<file path="src/rtl/dllp_replay_ctrl.sv">
// rtl/dllp_replay_ctrl.sv - data-link-layer ACK/NAK and replay-timer controller
//
// Hands out transmit sequence numbers, tracks the last acknowledged sequence,
// retires TLPs from the retry buffer on forward progress and requests a replay
// on NAK or replay-timer expiry.
//
// Ports:
//   clk_i, rst_i                 clock, asynchronous active-high reset
//   tlp_start_i/_ready_o/seq_o   new-TLP handshake and its assigned sequence
//   ack_nack_i/_vld_i/seq_num_i  received ACK (1) / NAK (0) DLLP
//   release_vld_o/_cnt_o         retry buffer frees release_cnt_o TLPs (pulse)
//   replay_req_o/replay_done_i   replay request level and completion pulse
//   outstanding_o, ackd_seq_o    unacknowledged count, last acknowledged seq
//   replay_num_o                 replay attempt counter
//   link_retrain_o, dl_error_o   retrain request and bad-ACK/NAK pulses
module dllp_replay_ctrl #(
    parameter int SEQ_WIDTH       = 12,
    parameter int MAX_OUTSTANDING = 4,
    parameter int TIMER_WIDTH     = 16,
    parameter int REPLAY_TIMEOUT  = 711,
    parameter int REPLAY_NUM_MAX  = 3
) (
    input  logic                                     clk_i,
    input  logic                                     rst_i,
    input  logic                                     tlp_start_i,
    output logic                                     tlp_start_ready_o,
    output logic [SEQ_WIDTH-1:0]                     tlp_seq_o,
    input  logic                                     ack_nack_i,
    input  logic                                     ack_nack_vld_i,
    input  logic [SEQ_WIDTH-1:0]                     ack_seq_num_i,
    output logic                                     release_vld_o,
    output logic [$clog2(MAX_OUTSTANDING+1)-1:0]     release_cnt_o,
    output logic                                     replay_req_o,
    input  logic                                     replay_done_i,
    output logic [$clog2(MAX_OUTSTANDING+1)-1:0]     outstanding_o,
    output logic [SEQ_WIDTH-1:0]                     ackd_seq_o,
    output logic [1:0]                               replay_num_o,
    output logic                                     link_retrain_o,
    output logic                                     dl_error_o
);

    localparam int CW = $clog2(MAX_OUTSTANDING + 1);

    localparam logic [0:0] ST_SEND   = 1'b0;
    localparam logic [0:0] ST_REPLAY = 1'b1;

    localparam logic [SEQ_WIDTH-1:0]   MAX_OS       = SEQ_WIDTH'(MAX_OUTSTANDING);
    localparam logic [TIMER_WIDTH-1:0] TIMEOUT_LAST = TIMER_WIDTH'(REPLAY_TIMEOUT - 1);
    localparam logic [1:0]             NUM_MAX      = 2'(REPLAY_NUM_MAX);

    logic [0:0]             state;
    logic [SEQ_WIDTH-1:0]   next_seq;
    logic [SEQ_WIDTH-1:0]   ackd_seq;
    logic [TIMER_WIDTH-1:0] timer;
    logic [1:0]             replay_num;

    logic [SEQ_WIDTH-1:0]   outstanding;
    logic [SEQ_WIDTH-1:0]   ack_dist;
    logic                   in_send;
    logic                   ack_ok;
    logic                   ack_bad;
    logic                   fwd;
    logic                   timer_run;
    logic                   timeout;
    logic                   replay_entry;
    logic                   start_fire;
    logic [1:0]             replay_num_base;
    logic                   retrain;

    // ackd_seq resets to all ones, so next_seq - ackd_seq - 1 is zero at reset
    assign outstanding  = next_seq - ackd_seq - SEQ_WIDTH'(1);
    assign ack_dist     = ack_seq_num_i - ackd_seq;
    assign in_send      = (state == ST_SEND);

    // A sequence number is in range only if it lies between ackd_seq and the
    // newest transmitted TLP, measured modulo the sequence space.
    assign ack_ok       = ack_nack_vld_i && (ack_dist <= outstanding);
    assign ack_bad      = ack_nack_vld_i && !(ack_dist <= outstanding);
    assign fwd          = ack_ok && (ack_dist != '0);

    assign timer_run    = in_send && (outstanding != '0);
    assign timeout      = timer_run && (timer == TIMEOUT_LAST);
    // Timeout and NAK coinciding still produce exactly one replay entry
    assign replay_entry = in_send && (timeout || (ack_ok && !ack_nack_i));

    assign tlp_start_ready_o = in_send && (outstanding < MAX_OS);
    assign start_fire        = tlp_start_i && tlp_start_ready_o;

    // A NAK carrying forward progress first clears replay_num, then the
    // replay entry counts from that cleared value.
    assign replay_num_base = fwd ? 2'd0 : replay_num;
    assign retrain         = (replay_num_base == NUM_MAX);

    always_ff @(posedge clk_i or posedge rst_i) begin
        if (rst_i) begin
            state          <= ST_SEND;
            next_seq       <= '0;
            ackd_seq       <= '1;
            timer          <= '0;
            replay_num     <= '0;
            release_vld_o  <= 1'b0;
            release_cnt_o  <= '0;
            dl_error_o     <= 1'b0;
            link_retrain_o <= 1'b0;
        end else begin
            if (start_fire) begin
                next_seq <= next_seq + SEQ_WIDTH'(1);
            end
            if (fwd) begin
                ackd_seq <= ack_seq_num_i;
            end

            release_vld_o  <= fwd;
            release_cnt_o  <= fwd ? ack_dist[CW-1:0] : '0;
            dl_error_o     <= ack_bad;
            link_retrain_o <= replay_entry && retrain;

            if (replay_entry) begin
                replay_num <= retrain ? 2'd0 : replay_num_base + 2'd1;
            end else if (fwd) begin
                replay_num <= 2'd0;
            end

            // Outside SEND timer_run is low, so the timer stays frozen at 0
            if (replay_entry || fwd) begin
                timer <= '0;
            end else if (timer_run) begin
                timer <= timer + TIMER_WIDTH'(1);
            end

            if (replay_entry) begin
                state <= ST_REPLAY;
            end else if (!in_send && replay_done_i) begin
                state <= ST_SEND;
            end
        end
    end

    assign tlp_seq_o     = next_seq;
    assign ackd_seq_o    = ackd_seq;
    assign outstanding_o = outstanding[CW-1:0];
    assign replay_num_o  = replay_num;
    assign replay_req_o  = (state == ST_REPLAY);

endmodule

</file>
<file path="config.mk">
export PLATFORM = sky130hd
export DESIGN_NAME = dllp_replay_ctrl
export DESIGN_NICKNAME = d
export VERILOG_FILES = /design/src/rtl/dllp_replay_ctrl.sv
export SDC_FILE = /design/constraint.sdc
export NUM_CORES = 1
export LEC_CHECK = 0
export BUFFER_PORTS_ARGS = -buffer_cell sky130_fd_sc_hd__buf_2
export CAP_MARGIN = 25
export CORE_UTILIZATION = 58
export DETAILED_ROUTE_END_ITERATION = 8
export PLACE_DENSITY = 0.81
export SKIP_LAST_GASP = 1
export SYNTH_ARGS = -nofsm -noshare
export SYNTH_HDL_FRONTEND = slang
export SYNTH_SLANG_ARGS = --single-unit
</file>
<file path="constraint.sdc">
create_clock -name clk_i -period 4.9 [get_ports clk_i]
set_clock_uncertainty 0.15 [all_clocks]
set_input_delay 0.49 -clock clk_i [delete_from_list [all_inputs] [get_ports clk_i]]
set_output_delay 0.49 -clock clk_i [all_outputs]
set_load 0.02 [all_outputs]
</file>
==> impl_metrics.xml <==
<?xml version="1.0" encoding="UTF-8"?>
<metrics>
  <group name="setup_path">
    <metric name="start_kind" unit="">flop</metric>
    <metric name="critPathRequiredTime" unit="ps">4950</metric>
    <metric name="critical_path_class" unit="">reg -&gt; reg</metric>
    <metric name="critical-path-max-stage-delay" unit="ps">570</metric>
    <metric name="worst-endpoint-arrival" unit="ps">4720</metric>
    <metric name="crit_chain" unit="">inv_1 &gt; ha_1 &gt; fa_1 &gt; a21oi_1 &gt; nor2_1 &gt; o21a_1 &gt; or2_2 &gt; ha_1 &gt; a21oi_1 &gt; nand2_1 &gt; a21o_1 &gt; o2111ai_1 &gt; nand3_1 &gt; a41oi_1 &gt; o211ai_1 &gt; and2_1 &gt; ha_1 &gt; mux2_2</metric>
    <metric name="worst_path_dominant_cell_family" unit="">compound AO/OA/AOI/OAI gates</metric>
    <metric name="critical_path.n_buffers_inverters" unit="">1</metric>
    <metric name="critical_path.most_common_cell" unit="">ha_1</metric>
    <metric name="crit_slowest_cell" unit="">dfstp_2</metric>
    <metric name="timing.critical_path.fanout_max" unit="">5</metric>
    <metric name="worstSetupEndpointType" unit="">flop</metric>
  </group>
  <group name="synthesis">
    <metric name="synth.most_common_cell" unit="">nor2_1</metric>
    <metric name="syn_inst" unit="">410</metric>
    <metric name="synth.yosys.warnings" unit="">0</metric>
    <metric name="synth_fa_ha_area_share" unit="%">12.78</metric>
    <metric name="synth_area_leaders" unit="">dfrtp_1 24%, ha_1 12%, dfstp_2 8.2%</metric>
    <metric name="syn_area_per_cell" unit="µm²">9.360</metric>
    <metric name="synth-compound-area-share" unit="%">15.65</metric>
    <metric name="synth_unique_cells" unit="">61</metric>
    <metric name="yosys.area_share.simple" unit="%">20.80</metric>
    <metric name="xor_xnor_share_of_the_synthesized_area" unit="%">9.586</metric>
    <metric name="synth_enable_flop_cells" unit="">0</metric>
    <metric name="async_flop_share" unit="%">100.0</metric>
    <metric name="synth.ff_latch_count" unit="">49</metric>
    <metric name="netlist_top_cells_count" unit="">38 x nor2_1, 37 x dfrtp_1, 36 x ha_1, 36 x inv_1, 25 x xor2_1</metric>
    <metric name="synth_flop_cell" unit="">dfrtp_1</metric>
    <metric name="yosys.area.top_type" unit="">dfrtp_1</metric>
    <metric name="largest_family_of_logic_cells_by_synthesized_area" unit="">simple AND/OR/NAND/NOR gates</metric>
    <metric name="synthesis.nets" unit="">466</metric>
    <metric name="syn_area" unit="mm²">0.003837</metric>
    <metric name="seq_area_frac_synth" unit="%">32.34</metric>
    <metric name="synth_top_cell_area_share" unit="%">24.13</metric>
    <metric name="synth_mux_area_share" unit="%">3.521</metric>
  </group>
  <group name="place">
    <metric name="hpwl" unit="µm">6452</metric>
    <metric name="count_of_buffers_inserted_at_the_top_level_ports" unit="">54</metric>
    <metric name="dpl_cell_area" unit="mm²">0.004165</metric>
    <metric name="gp_congestion" unit="">0.8453</metric>
  </group>
  <group name="floorplanning">
    <metric name="floorplan.die.width" unit="µm">83.34</metric>
    <metric name="die-area" unit="mm²">0.006946</metric>
    <metric name="placementRows" unit="">29</metric>
    <metric name="dieHeight" unit="µm">83.34</metric>
    <metric name="initial_utilization" unit="%">60.09</metric>
    <metric name="core_area" unit="mm²">0.006386</metric>
    <metric name="pin_count" unit="">55</metric>
  </group>
  <group name="timing">
    <metric name="slew_headroom" unit="%">65.45</metric>
    <metric name="min_period_over_period" unit="%">95.23</metric>
    <metric name="finalSetupViolCount" unit="">0</metric>
    <metric name="whs" unit="ps">51.89</metric>
    <metric name="post-route-min-period" unit="ps">4666</metric>
    <metric name="max_clock_freq" unit="MHz">214.3</metric>
    <metric name="grt_setup_unrepaired" unit="">false</metric>
    <metric name="finalSetupTns" unit="ps">0</metric>
    <metric name="timing.final.hold_violations" unit="">0</metric>
    <metric name="worstMarginPinSlew" unit="ps">514.5</metric>
    <metric name="drv_slew" unit="">0</metric>
  </group>
  <group name="detailed_routing">
    <metric name="dr_total_vias" unit="">3170</metric>
    <metric name="postRouteAntennaNets" unit="">0</metric>
    <metric name="route.detailed.drc" unit="">0</metric>
    <metric name="detail_route.wl_per_cell" unit="µm">15.34</metric>
    <metric name="first_iter_violations" unit="">189</metric>
    <metric name="route.final.wire_length" unit="µm">8331</metric>
    <metric name="drt_pass1_iterations" unit="">4</metric>
    <metric name="routed_via_density" unit="">5.838</metric>
  </group>
  <group name="power_and_ir_drop">
    <metric name="power.share.clock" unit="%">8.8</metric>
    <metric name="power.switching_fraction" unit="%">49.01</metric>
    <metric name="total_power" unit="W">0.002882</metric>
    <metric name="power_leakage" unit="nW">2.097</metric>
    <metric name="p_sw" unit="W">0.001412</metric>
    <metric name="power.share.sequential" unit="%">21.4</metric>
    <metric name="combPwrFrac" unit="%">69.9</metric>
    <metric name="internal_power" unit="W">0.001470</metric>
    <metric name="power.density" unit="mW/mm²">673.5</metric>
    <metric name="worst_ir_drop_vdd" unit="µV">470.0</metric>
  </group>
  <group name="clock_network">
    <metric name="ctsHoldBuffers" unit="">0</metric>
    <metric name="cts.repair.resized" unit="">0</metric>
    <metric name="tritoncts_clock_tree" unit="">done</metric>
    <metric name="worst_skew_pair.late_latency" unit="ps">310</metric>
    <metric name="number_of_buffers_inserted_by_post_cts_setup_repair" unit="">0</metric>
    <metric name="cts-buffers-inserted" unit="">5</metric>
    <metric name="cts.reportedPaths.clkPinSlew" unit="ps">100</metric>
    <metric name="root_buffer" unit="">clkbuf_8</metric>
    <metric name="cts_max_path_buffers" unit="">2</metric>
    <metric name="total_number_of_h_tree_levels" unit="">2</metric>
    <metric name="tritoncts_num_sinks" unit="">49</metric>
  </group>
  <group name="outcome">
    <metric name="run_status" unit="">finished, final reports clean</metric>
  </group>
  <group name="layout">
    <metric name="utilization" unit="%">67.01</metric>
    <metric name="area_delta_synth_final" unit="%">11.51</metric>
    <metric name="finish.net_count" unit="">521</metric>
    <metric name="final_layout_size_suffix_gt1_share" unit="%">24.03</metric>
    <metric name="antenna_cells_inserted" unit="">0</metric>
    <metric name="finalInstanceArea" unit="mm²">0.004279</metric>
  </group>
  <group name="global_routing">
    <metric name="grt.overflow.total" unit="">0</metric>
    <metric name="grt_antenna_before_repair" unit="">0</metric>
    <metric name="grt_pass1_vias" unit="">3043</metric>
    <metric name="grt_use_total" unit="%">25.02</metric>
    <metric name="pin_count_of_the_biggest_net_entering_global_routing" unit="">50</metric>
    <metric name="first_pass_grt_wire_length" unit="µm">14100</metric>
  </group>
  <group name="run">
    <metric name="cap_viol_max_count" unit="">0</metric>
  </group>
  <group name="min_path">
    <metric name="hold_path.class" unit="">in -&gt; async</metric>
  </group>
</metrics>
==> layout by cell type (no fill, tap or decap), types with 3 or more instances in the layout <==
master / count
buf_4: 4
nand2_1: 19
a21o_1: 7
nand3_1: 24
nand4_1: 14
dfrtp_1: 37
a211oi_1: 4
o211ai_1: 6
clkbuf_8: 5
inv_1: 35
mux2_2: 12
and2_1: 7
nor2b_1: 3
o21a_1: 6
buf_2: 54
o2111ai_1: 3
a21oi_1: 18
xor2_1: 25
xnor2_1: 17
ha_1: 36
nor3_1: 9
o21ai_0: 14
nor2_1: 38
or3_1: 3
dfstp_2: 12
and3_1: 4
==> power by group through the flow <==
stage                     combinational [W]  sequential [W]  clock, W
after detailed placement            0.00199        0.000625         0
after global placement              0.00193        0.000618         0
after global routing                0.00223        0.000630  0.000278
after CTS                           0.00201        0.000617  0.000265
after floorplan                     0.00148        0.000717         0
final                               0.00201        0.000615  0.000252
==> state kept, by name, summed over array words and instances (netlist names), 2 cells and up <==
name,count
replay_num_o,2
timer,16
release_cnt_o,3
tlp_seq_o,12
ackd_seq_o,12
==> per-stage QoR <==
step | worst slack (ps) | std cells
final | 233.7 | 543
after global routing | 26.88 | 543
after CTS | 265.6 | 542
after detailed placement | 351.4 | 534
after global placement | 416.7 | 534
after floorplan | 347.1 | 410
==> worst paths after layout <==
kind,start,end,slack (ps),depth (start not counted)
max,ackd_seq_o[0],replay_num_o[1],230,18
min,rst_i,release_vld_o,50,2
max reg2reg,ackd_seq_o[0],replay_num_o[1],230,18
min reg2reg,ackd_seq_o[1],ackd_seq_o[1],370,2
max in group asynchronous,rst_i,ackd_seq_o[1],3970,3
min in group clk_i,replay_done_i,replay_req_o,210,2
==> kinds of logic after synthesis <==
logic type | count (synthesis)
xor gates and xnor gates | 42
adders and majority gates | 38
DFF | 49
AOI/OAI and AO/OA | 82
buffers and inverters | 47
muxes | 12
and+or+nand+nor | 140
==> metal layers <==
| metal | wire, µm | track usage [%] |
|---|---|---|
| met3 | 357 | 4.076 |
| met1 | 3893 | 33.10 |
| met4 | 157 | 8.150 |
| met5 | 0 | 0 |
| met2 | 3924 | 41.80 |
==> layout make-up <==
type	count	area [µm²]
inverter	36	135.1
sequential	49	1241
clock buffer	5	68.82
clock inverter	3	25.02
multi-input combinational	314	2392
fill	524	2107
tap	77	96.34
timing repair buffer	59	320.3
No activity file was read; power rests on OpenSTA's default activity.
